$ cat src/rtl/imem_loader.sv
// -----------------------------------------------------------------------------
// imem_loader
//
// Write-side loader for the CPU's instruction memory. A host (typically a UART
// receiver) streams bytes in over a valid/ready handshake. The loader reads a
// 2-byte word-count header and then assembles N 16-bit instruction words. It
// writes them to the instruction memory at sequential addresses starting at 0,
// and holds the CPU frozen until the whole program has been written.
//
// Stream format (high byte always first):
//   N[15:8], N[7:0], W0[15:8], W0[7:0], W1[15:8], W1[7:0], ...
//
// Handshake: a byte moves only on a rising clk edge where in_valid && in_ready.
//   - in_ready depends only on the FSM state, never on in_valid.
//   - in_byte is ignored whenever in_ready is low.
//   - in_valid may stay low for any length of time; there is no timeout.
//
// Ports:
//   clk          system clock, rising edge
//   reset_n      asynchronous active-low reset
//   start        one-cycle pulse; begins a load from IDLE or DONE only
//   in_valid     byte-stream valid
//   in_byte      byte-stream data
//   in_ready     loader can take a byte this cycle
//   IM_we        instruction memory write enable, one-cycle pulse per word
//   IM_waddr     instruction memory write address
//   IM_wdata     instruction memory write data
//   cpu_hold     1 = CPU PC/pipeline frozen
//   done         load finished successfully (level)
//   err          header rejected (level)
//   o_dbg_state  current FSM state, for debug and checkers
//
// Supported parameter range: DATA_W = 16, and 8 <= ADDR_W <= 14. With these
// limits the internal count width (ADDR_W+1) fits inside the 16-bit header.
// -----------------------------------------------------------------------------
module imem_loader #(
    parameter int ADDR_W = 12,
    parameter int DATA_W = 16
) (
    input  logic              clk,
    input  logic              reset_n,
    input  logic              start,
    input  logic              in_valid,
    input  logic [7:0]        in_byte,
    output logic              in_ready,
    output logic              IM_we,
    output logic [ADDR_W-1:0] IM_waddr,
    output logic [DATA_W-1:0] IM_wdata,
    output logic              cpu_hold,
    output logic              done,
    output logic              err,
    output logic [2:0]        o_dbg_state
);

    // Word count and written count are one bit wider than the address. This
    // lets a full-depth load (N = 2^ADDR_W) be represented exactly.
    localparam int CNT_W   = ADDR_W + 1;
    // Number of header high-byte bits that land inside the internal count.
    // The remaining upper bits only matter as an overflow flag.
    localparam int HI_KEEP = CNT_W - 8;
    localparam logic [CNT_W-1:0] DEPTH = CNT_W'(1) << ADDR_W;

    typedef enum logic [2:0] {
        S_IDLE   = 3'd0,
        S_CNT_HI = 3'd1,
        S_CNT_LO = 3'd2,
        S_CHECK  = 3'd3,
        S_DAT_HI = 3'd4,
        S_DAT_LO = 3'd5,
        S_WRITE  = 3'd6,
        S_DONE   = 3'd7
    } state_t;

    // -------------------------------------------------------------------------
    // Registers
    // -------------------------------------------------------------------------
    state_t              r_state;
    logic [CNT_W-1:0]    r_cnt;        // N, low CNT_W bits
    logic                r_cnt_ovf;    // header bits above CNT_W were nonzero
    logic [CNT_W-1:0]    r_written;    // words written so far in this load
    logic [ADDR_W-1:0]   r_waddr;
    logic [DATA_W-1:0]   r_wdata;
    logic                r_done;
    logic                r_err;

    // -------------------------------------------------------------------------
    // Combinational signals
    // -------------------------------------------------------------------------
    state_t              w_state_nxt;
    logic                w_in_ready;
    logic                w_we;
    logic                w_accept;
    logic                w_start_ok;
    logic                w_hdr_bad;
    logic [CNT_W-1:0]    w_written_inc;
    logic                w_last;

    assign w_accept      = w_in_ready & in_valid;
    assign w_start_ok    = start & ((r_state == S_IDLE) | (r_state == S_DONE));
    assign w_hdr_bad     = r_cnt_ovf | (r_cnt == '0) | (r_cnt > DEPTH);
    assign w_written_inc = r_written + CNT_W'(1);
    // The word being written in WRITE is the final one of the load.
    assign w_last        = (w_written_inc == r_cnt);

    // -------------------------------------------------------------------------
    // FSM state register
    // -------------------------------------------------------------------------
    always_ff @(posedge clk or negedge reset_n) begin
        if (!reset_n) begin
            r_state <= S_IDLE;
        end else begin
            r_state <= w_state_nxt;
        end
    end

    // -------------------------------------------------------------------------
    // FSM next state and state-decoded outputs
    // -------------------------------------------------------------------------
    always_comb begin
        w_state_nxt = r_state;
        w_in_ready  = 1'b0;
        w_we        = 1'b0;
        case (r_state)
            S_IDLE: begin
                if (start) begin
                    w_state_nxt = S_CNT_HI;
                end
            end
            S_CNT_HI: begin
                w_in_ready = 1'b1;
                if (in_valid) begin
                    w_state_nxt = S_CNT_LO;
                end
            end
            S_CNT_LO: begin
                w_in_ready = 1'b1;
                if (in_valid) begin
                    w_state_nxt = S_CHECK;
                end
            end
            S_CHECK: begin
                w_state_nxt = w_hdr_bad ? S_DONE : S_DAT_HI;
            end
            S_DAT_HI: begin
                w_in_ready = 1'b1;
                if (in_valid) begin
                    w_state_nxt = S_DAT_LO;
                end
            end
            S_DAT_LO: begin
                w_in_ready = 1'b1;
                if (in_valid) begin
                    w_state_nxt = S_WRITE;
                end
            end
            S_WRITE: begin
                w_we        = 1'b1;
                w_state_nxt = w_last ? S_DONE : S_DAT_HI;
            end
            S_DONE: begin
                if (start) begin
                    w_state_nxt = S_CNT_HI;
                end
            end
            default: begin
                w_state_nxt = S_IDLE;
            end
        endcase
    end

    // -------------------------------------------------------------------------
    // Datapath: header, assembly buffer, address and status flags
    // -------------------------------------------------------------------------
    always_ff @(posedge clk or negedge reset_n) begin
        if (!reset_n) begin
            r_cnt     <= '0;
            r_cnt_ovf <= 1'b0;
            r_written <= '0;
            r_waddr   <= '0;
            r_wdata   <= '0;
            r_done    <= 1'b0;
            r_err     <= 1'b0;
        end else begin
            // A new load wipes the status of the previous one.
            if (w_start_ok) begin
                r_cnt     <= '0;
                r_cnt_ovf <= 1'b0;
                r_written <= '0;
                r_waddr   <= '0;
                r_done    <= 1'b0;
                r_err     <= 1'b0;
            end

            case (r_state)
                S_CNT_HI: begin
                    if (w_accept) begin
                        r_cnt[CNT_W-1:8] <= in_byte[HI_KEEP-1:0];
                        r_cnt_ovf        <= |in_byte[7:HI_KEEP];
                    end
                end
                S_CNT_LO: begin
                    if (w_accept) begin
                        r_cnt[7:0] <= in_byte;
                    end
                end
                S_CHECK: begin
                    if (w_hdr_bad) begin
                        r_err <= 1'b1;
                    end
                end
                S_DAT_HI: begin
                    if (w_accept) begin
                        r_wdata[15:8] <= in_byte;
                    end
                end
                S_DAT_LO: begin
                    if (w_accept) begin
                        r_wdata[7:0] <= in_byte;
                    end
                end
                S_WRITE: begin
                    r_written <= w_written_inc;
                    // On the last word the address stays put. A full-depth
                    // load therefore ends at 2^ADDR_W-1 and never wraps to 0.
                    if (w_last) begin
                        r_done <= 1'b1;
                    end else begin
                        r_waddr <= r_waddr + ADDR_W'(1);
                    end
                end
                default: begin
                end
            endcase
        end
    end

    // -------------------------------------------------------------------------
    // Outputs
    // -------------------------------------------------------------------------
    assign in_ready    = w_in_ready;
    assign IM_we       = w_we;
    assign IM_waddr    = r_waddr;
    assign IM_wdata    = r_wdata;
    // The CPU is released only by a successful load. A rejected header keeps
    // it frozen.
    assign cpu_hold    = ~r_done;
    assign done        = r_done;
    assign err         = r_err;
    assign o_dbg_state = r_state;

endmodule
$ cat config.mk
export PLATFORM = sky130hd
export DESIGN_NAME = imem_loader
export DESIGN_NICKNAME = d
export VERILOG_FILES = /design/src/rtl/imem_loader.sv
export SDC_FILE = /design/constraint.sdc
export NUM_CORES = 1
export LEC_CHECK = 0
export BUFFER_PORTS_ARGS = -buffer_cell sky130_fd_sc_hd__buf_2
export CORE_MARGIN = 2
export CORE_UTILIZATION = 25
export CTS_BUF_LIST = sky130_fd_sc_hd__clkbuf_16
export DETAILED_ROUTE_END_ITERATION = 16
export PLACE_DENSITY_LB_ADDON = 0.15
export SKIP_LAST_GASP = 1
export SYNTH_ARGS = -nofsm -noshare
export SYNTH_HDL_FRONTEND = slang
export SYNTH_SLANG_ARGS = --single-unit
$ cat constraint.sdc
create_clock -name clk -period 4.3 [get_ports clk]
set_clock_uncertainty 0.05 [all_clocks]
set_input_delay 0.86 -clock clk [delete_from_list [all_inputs] [get_ports clk]]
set_output_delay 0.86 -clock clk [all_outputs]
set_load 0.02 [all_outputs]
After elaboration in Yosys (flattened, before gate mapping)
Cells that the tools add are included.
{"block": "op_classes", "addsub": 2, "n_mul": 0, "n_div": 0, "n_lt_le_gt_ge": 1, "eq_ne": 13, "shift": 0, "muxes": 29, "n_bitwise": 6, "n_reduce_logical": 9}
{"op": "2-to-1 mux 13 bit", "n": 3}
{"op": "2-to-1 mux 12 bit", "n": 3}
{"op": "one-hot mux 3 bit (7 select lines)", "n": 1}
{"op": "2-to-1 mux 8 bit", "n": 2}
{"op": "2-to-1 mux 3 bit", "n": 5}
{"op": "adder 13 x 1 -> 13 bit, second input constant", "n": 1}
{"op": "equality test 13 bit", "n": 1}
{"op": "> comparator 13 bit, second input constant", "n": 1}
{"op": "zero test 13 bit", "n": 1}
{"op": "adder 12 x 1 -> 12 bit, second input constant", "n": 1}
{"op": "equality test 3 bit, second input constant", "n": 4}
{"op": "2-to-1 mux 1 bit", "n": 11}
{"op": "2-to-1 mux 5 bit", "n": 2}
{"op": "!= test 2 bit, second input constant", "n": 4}
{"op": "equality test 3 x 2 -> 1 bit, second input constant", "n": 2}
{"op": "AND reduction 5 bit", "n": 1}
{"op": "2-to-1 mux 2 bit", "n": 2}
{"op": "AND reduction 2 bit", "n": 2}
{"op": "OR reduction 4 bit", "n": 1}
{"op": "equality test 3 x 1 -> 1 bit, second input constant", "n": 1}
{"op": "zero test 3 bit", "n": 1}
{"op": "OR 1 bit", "n": 3}
{"op": "OR reduction 3 bit", "n": 1}
{"op": "AND 1 bit", "n": 2}
{"op": "other kinds (4)", "n": 4}
{"block": "word_totals", "regBits": 60, "latch_bits": 0, "ramBits": 0, "romBits": 0, "input_bits": 12, "output_inout_bits": 36, "elab_cells": 69, "mem_count": 0}

Longest topological paths before layout
{"block": "logic_depth", "depth_word": 6, "depth_mapped": 10, "depth_no_buf": 8}

Least setup slack after synthesis
Ideal clock, no wire load.
{"block": "synth_timing", "path_kind": "register -> register", "startpoint": "register r_written[0]", "endpoint": "register r_waddr[9], in the netlist IM_waddr[9]", "setup_ns": 0.124, "t_arrival_ns": 2.276, "required_time_ns": 4.126, "setup_slack_ns": 1.850, "path_stages_with_launch": 10, "n_path_buf": 1, "period_less_slack_ns": 2.450, "cell_sequence": "dfrtp_1 -> ha_1 -> xnor3_1 -> nand3_1 -> a211oi_1 -> o2111a_1 -> a31oi_4 -> buf_6 -> and3_4 -> a211o_1"}
{"block": "synth_via", "elab_chain_cells": 4}
{"element": "from (decl)", "line": "80", "rtl": "logic [CNT_W-1:0] r_written;"}
{"element": "from (signal assigned)", "line": "222", "rtl": "r_written <= w_written_inc;"}
{"element": "adder 13 x 1 -> 13 bit", "line": "101", "rtl": "assign w_written_inc = r_written + CNT_W'(1);"}
{"element": "equality test 13 bit", "line": "103", "rtl": "assign w_last = (w_written_inc == r_cnt);"}
{"element": "2-to-1 mux 12 bit", "line": "225", "rtl": "if (w_last) begin"}
{"element": "2-to-1 mux 12 bit", "line": "194", "rtl": "case (r_state)"}
{"element": "to (signal assigned)", "line": "228", "rtl": "r_waddr <= r_waddr + ADDR_W'(1);"}
{"element": "to (decl)", "line": "81", "rtl": "logic [ADDR_W-1:0] r_waddr;"}
No other way between the ends.
A chain may end at the register's enable or synchronous reset.

Worst setup path in the final report
{"block": "layout_timing", "startpoint": "register r_state[0], in the netlist o_dbg_state[0]", "endpoint": "output IM_we"}
{"block": "layout_via", "elab_chain_cells": 2}
{"element": "from (decl)", "line": "77", "rtl": "state_t r_state;"}
{"element": "from (signal assigned)", "line": "112", "rtl": "r_state <= w_state_nxt;"}
{"element": "equality test 3 bit", "line": "123", "rtl": "case (r_state)"}
{"element": "2-to-1 mux 1 bit", "line": "123"}
{"element": "to (decl)", "line": "46", "rtl": "output logic IM_we,"}
No other way between the ends.

==> impl_metrics.tcl <==
set metrics [dict create \
    outcome "finished clean" \
    synth_top_area_share_pct 46.12 \
    syn_nets 345 \
    cts_resized 0 \
    ys_top_cells_by_area "dfrtp_1 (46%), mux2_2 (6.2%), nand2_1 (6.0%), nand3_1 (4.6%), xnor2_1 (3.2%)" \
    viasPerCell 4.712 \
    worst_slack_ps 1190 \
    crit_fanout 23 \
    vias 2606 \
    firstDrtPassIters 4 \
    pwr-share-seq_pct 33.6 \
    p_leak_nw 1.884 \
    grt_pass1_vias 2581 \
    hpwlAfterDp_um 5784 \
    vdd_drop_max_v 0.0003271 \
    relSlewSlack_pct 29.01 \
    postSynthAreaPerCell_sq_um 9.836 \
    rows 41 \
    cts_hold_buffers 0 \
    drcViolationCount 0 \
    cp-start-kind "flop" \
    final_cell_area_sq_um 3969 \
    grt.overflow.total 0 \
    postCtsSetupBuffers 0 \
    cts_buffers 9 \
    async_flop_share_pct 100.0 \
    hold_viol 0 \
    die_x_um 118.1 \
    cts.sink_count 60 \
    final_layout_size_suffix_gt1_share_pct 23.62 \
    finalCritPeriodShare_pct 72.32 \
    area_growth_pct 21.91 \
    cp-end-kind "output pin" \
    synth_ff_type "dfrtp_1" \
    pwr-share-comb_pct 37.9 \
    grt_pass1_wl_um 13740 \
    syn_area_sq_um 3256 \
    layout_commonest_cell "dfrtp_1" \
    clockRootBuffer "clkbuf_16" \
    pre_cts_ws_ps 1502 \
    layout_common_cells "dfrtp_1 (60), nand2_1 (52), buf_2 (47)" \
    fill_cells 1341 \
    cts_max_level 3 \
    gp_congestion 0.7662 \
    ys_seq_elements 60 \
    switchingPower_mw 1.102 \
    die_area_sq_um 13950 \
    antenna_found_initial 0 \
    cts_tree "yes" \
    p_sw_share_pct 38.46 \
    worst_pin_slew_ps 1065 \
    cp.required_ps 3390 \
    final_core_utilization_pct 31.32 \
    powerDensity_nw_per_um2 722.3 \
    cap_violations 0 \
    synth-edff-count 0 \
    drt-total-wl_um 8202 \
    ys.warnings.count 0 \
    seq_area_frac_synth_pct 46.12 \
    yosys.cell_types.count 49 \
    cts.path.max_buffers 2 \
    portBuffers 47 \
    antenna_cells 0 \
    worstSetupPathType "flop to output pin" \
    period_minus_slack_ps 3110 \
    pin_count 48 \
    core_sq_um 12670 \
    fmax_ghz 0.3216 \
    internal_power_mw 1.764 \
    placed_area_sq_um 3636 \
    drtIter0Drc 48 \
    postRouteAntennaNets 0 \
    yosys.area.top_type "dfrtp_1" \
    start_util_pct 25.69 \
    p_clk_share_pct 28.4 \
    clk_pin_slew_ps 50 \
    synthCells 331 \
    insertion_delay_ps 330 \
    worstPathArrival_ps 2200 \
    grtUsageTotal_pct 12.37 \
    slew_violations 0 \
    tns_ps 0 \
    setup_viol 0 \
    wl_per_cell_um 14.83 \
    grt_max_degree 45 \
    nNetsFinal 390 \
    rsz0062_at_grt "false" \
    hp-class "flop to flop" \
    die_height_um 118.1 \
]
## cells by family (layout without fill, tap and decap cells)
group,Yosys count,count (layout),synth area share (%)
flip-flops,60,60,46.12
AND/OR/NAND/NOR,150,150,23.29
XOR/XNOR,18,18,5.726
AO/OA/AOI/OAI,55,55,12.18
multiplexers,25,25,8.493
buffers and inverters,21,71,3.420
adder cells (fa/ha/maj),2,2,0.7685
## power groups by stage
stage / registers, mW / logic [mW] / clock network [mW]
6_report: 0.964 / 1.09 / 0.815
5_1_grt: 0.998 / 1.22 / 0.866
4_1_cts: 0.967 / 1.11 / 0.843
3_5_place_dp: 0.975 / 1.10 / 0
3_3_place_gp: 0.973 / 1.10 / 0
2_1_floorplan: 1.03 / 0.736 / 0
## cells in the mapped netlist (3+ instances only)
cell,number
a211o_1,3
a21o_1,5
a21oi_1,7
and2_1,5
and3_1,14
and4_1,3
buf_6,4
clkbuf_1,9
dfrtp_1,60
inv_1,5
mux2_1,3
mux2_2,18
mux2i_1,4
nand2_1,52
nand3_1,30
nand4_1,3
nor2_1,19
nor3_1,5
nor4_1,6
o21ai_0,20
o31ai_1,5
xnor2_1,12
xor2_1,4
## state kept, by name (all words and copies together), names as in the netlist
| signal | count |
|---|---|
| r_cnt_ovf | 1 |
| err | 1 |
| IM_wdata | 16 |
| o_dbg_state | 3 |
| r_written | 13 |
| r_cnt | 13 |
| done | 1 |
| IM_waddr | 12 |
## worst max-delay path, stage by stage (launching register included)
cell	delay [ps]
dfrtp_1	540
nor2_1	300
nand2_1	80
buf_4	240
inv_1	440
buf_2	270
## path summary, 6_finish.rpt
check,start,end,slack (ps),cells past startpoint
max,o_dbg_state[0]$_DFFE_PN0P_,IM_we,1190,5
min,err$_DFF_PN0_,err$_DFF_PN0_,440,2
max reg2reg,r_written[0]$_DFFE_PN0P_,IM_waddr[11]$_DFF_PN0_,1560,8
min reg2reg,err$_DFF_PN0_,err$_DFF_PN0_,440,2
max in group asynchronous,reset_n,IM_wdata[3]$_DFFE_PN0P_,2680,2
min in group asynchronous,reset_n,o_dbg_state[2]$_DFFE_PN0P_,690,1
## per-layer routing
| metal | vias to the layer above | part of all wire, % | GRT usage [%] | wire, um |
|---|---|---|---|---|
| li1 | 1279 | - | - | - |
| met1 | 1274 | 50 | 16.74 | 4103 |
| met2 | 47 | 46 | 19.22 | 3774 |
| met3 | 6 | 3.0 | 2.665 | 243 |
| met4 | 0 | 0.98 | 4.819 | 80 |
| met5 | - | 0 | 0 | 0 |
## per-stage QoR
step	std cells	total power, mW	hold slack, ps
after floorplan	331	1.764	416.8
after global placement	537	2.075	414.9
after detailed placement	537	2.078	425.2
after CTS	553	2.918	449.5
after global routing	553	3.079	464.0
final	553	2.867	439.6
## area by class of cell
| type | count | area [sq um] | share of cell area, % |
|---|---|---|---|
| multi-input combinational | 250 | 1643 | 41.39 |
| sequential | 60 | 1501 | 37.83 |
| timing repair buffer | 50 | 257.7 | 6.494 |
| clock buffer | 9 | 225.2 | 5.675 |
| tap | 172 | 215.2 | 5.422 |
| clock inverter | 7 | 107.6 | 2.711 |
| inverter | 5 | 18.77 | 0.4729 |
No activity file was read; power rests on OpenSTA's default activity.
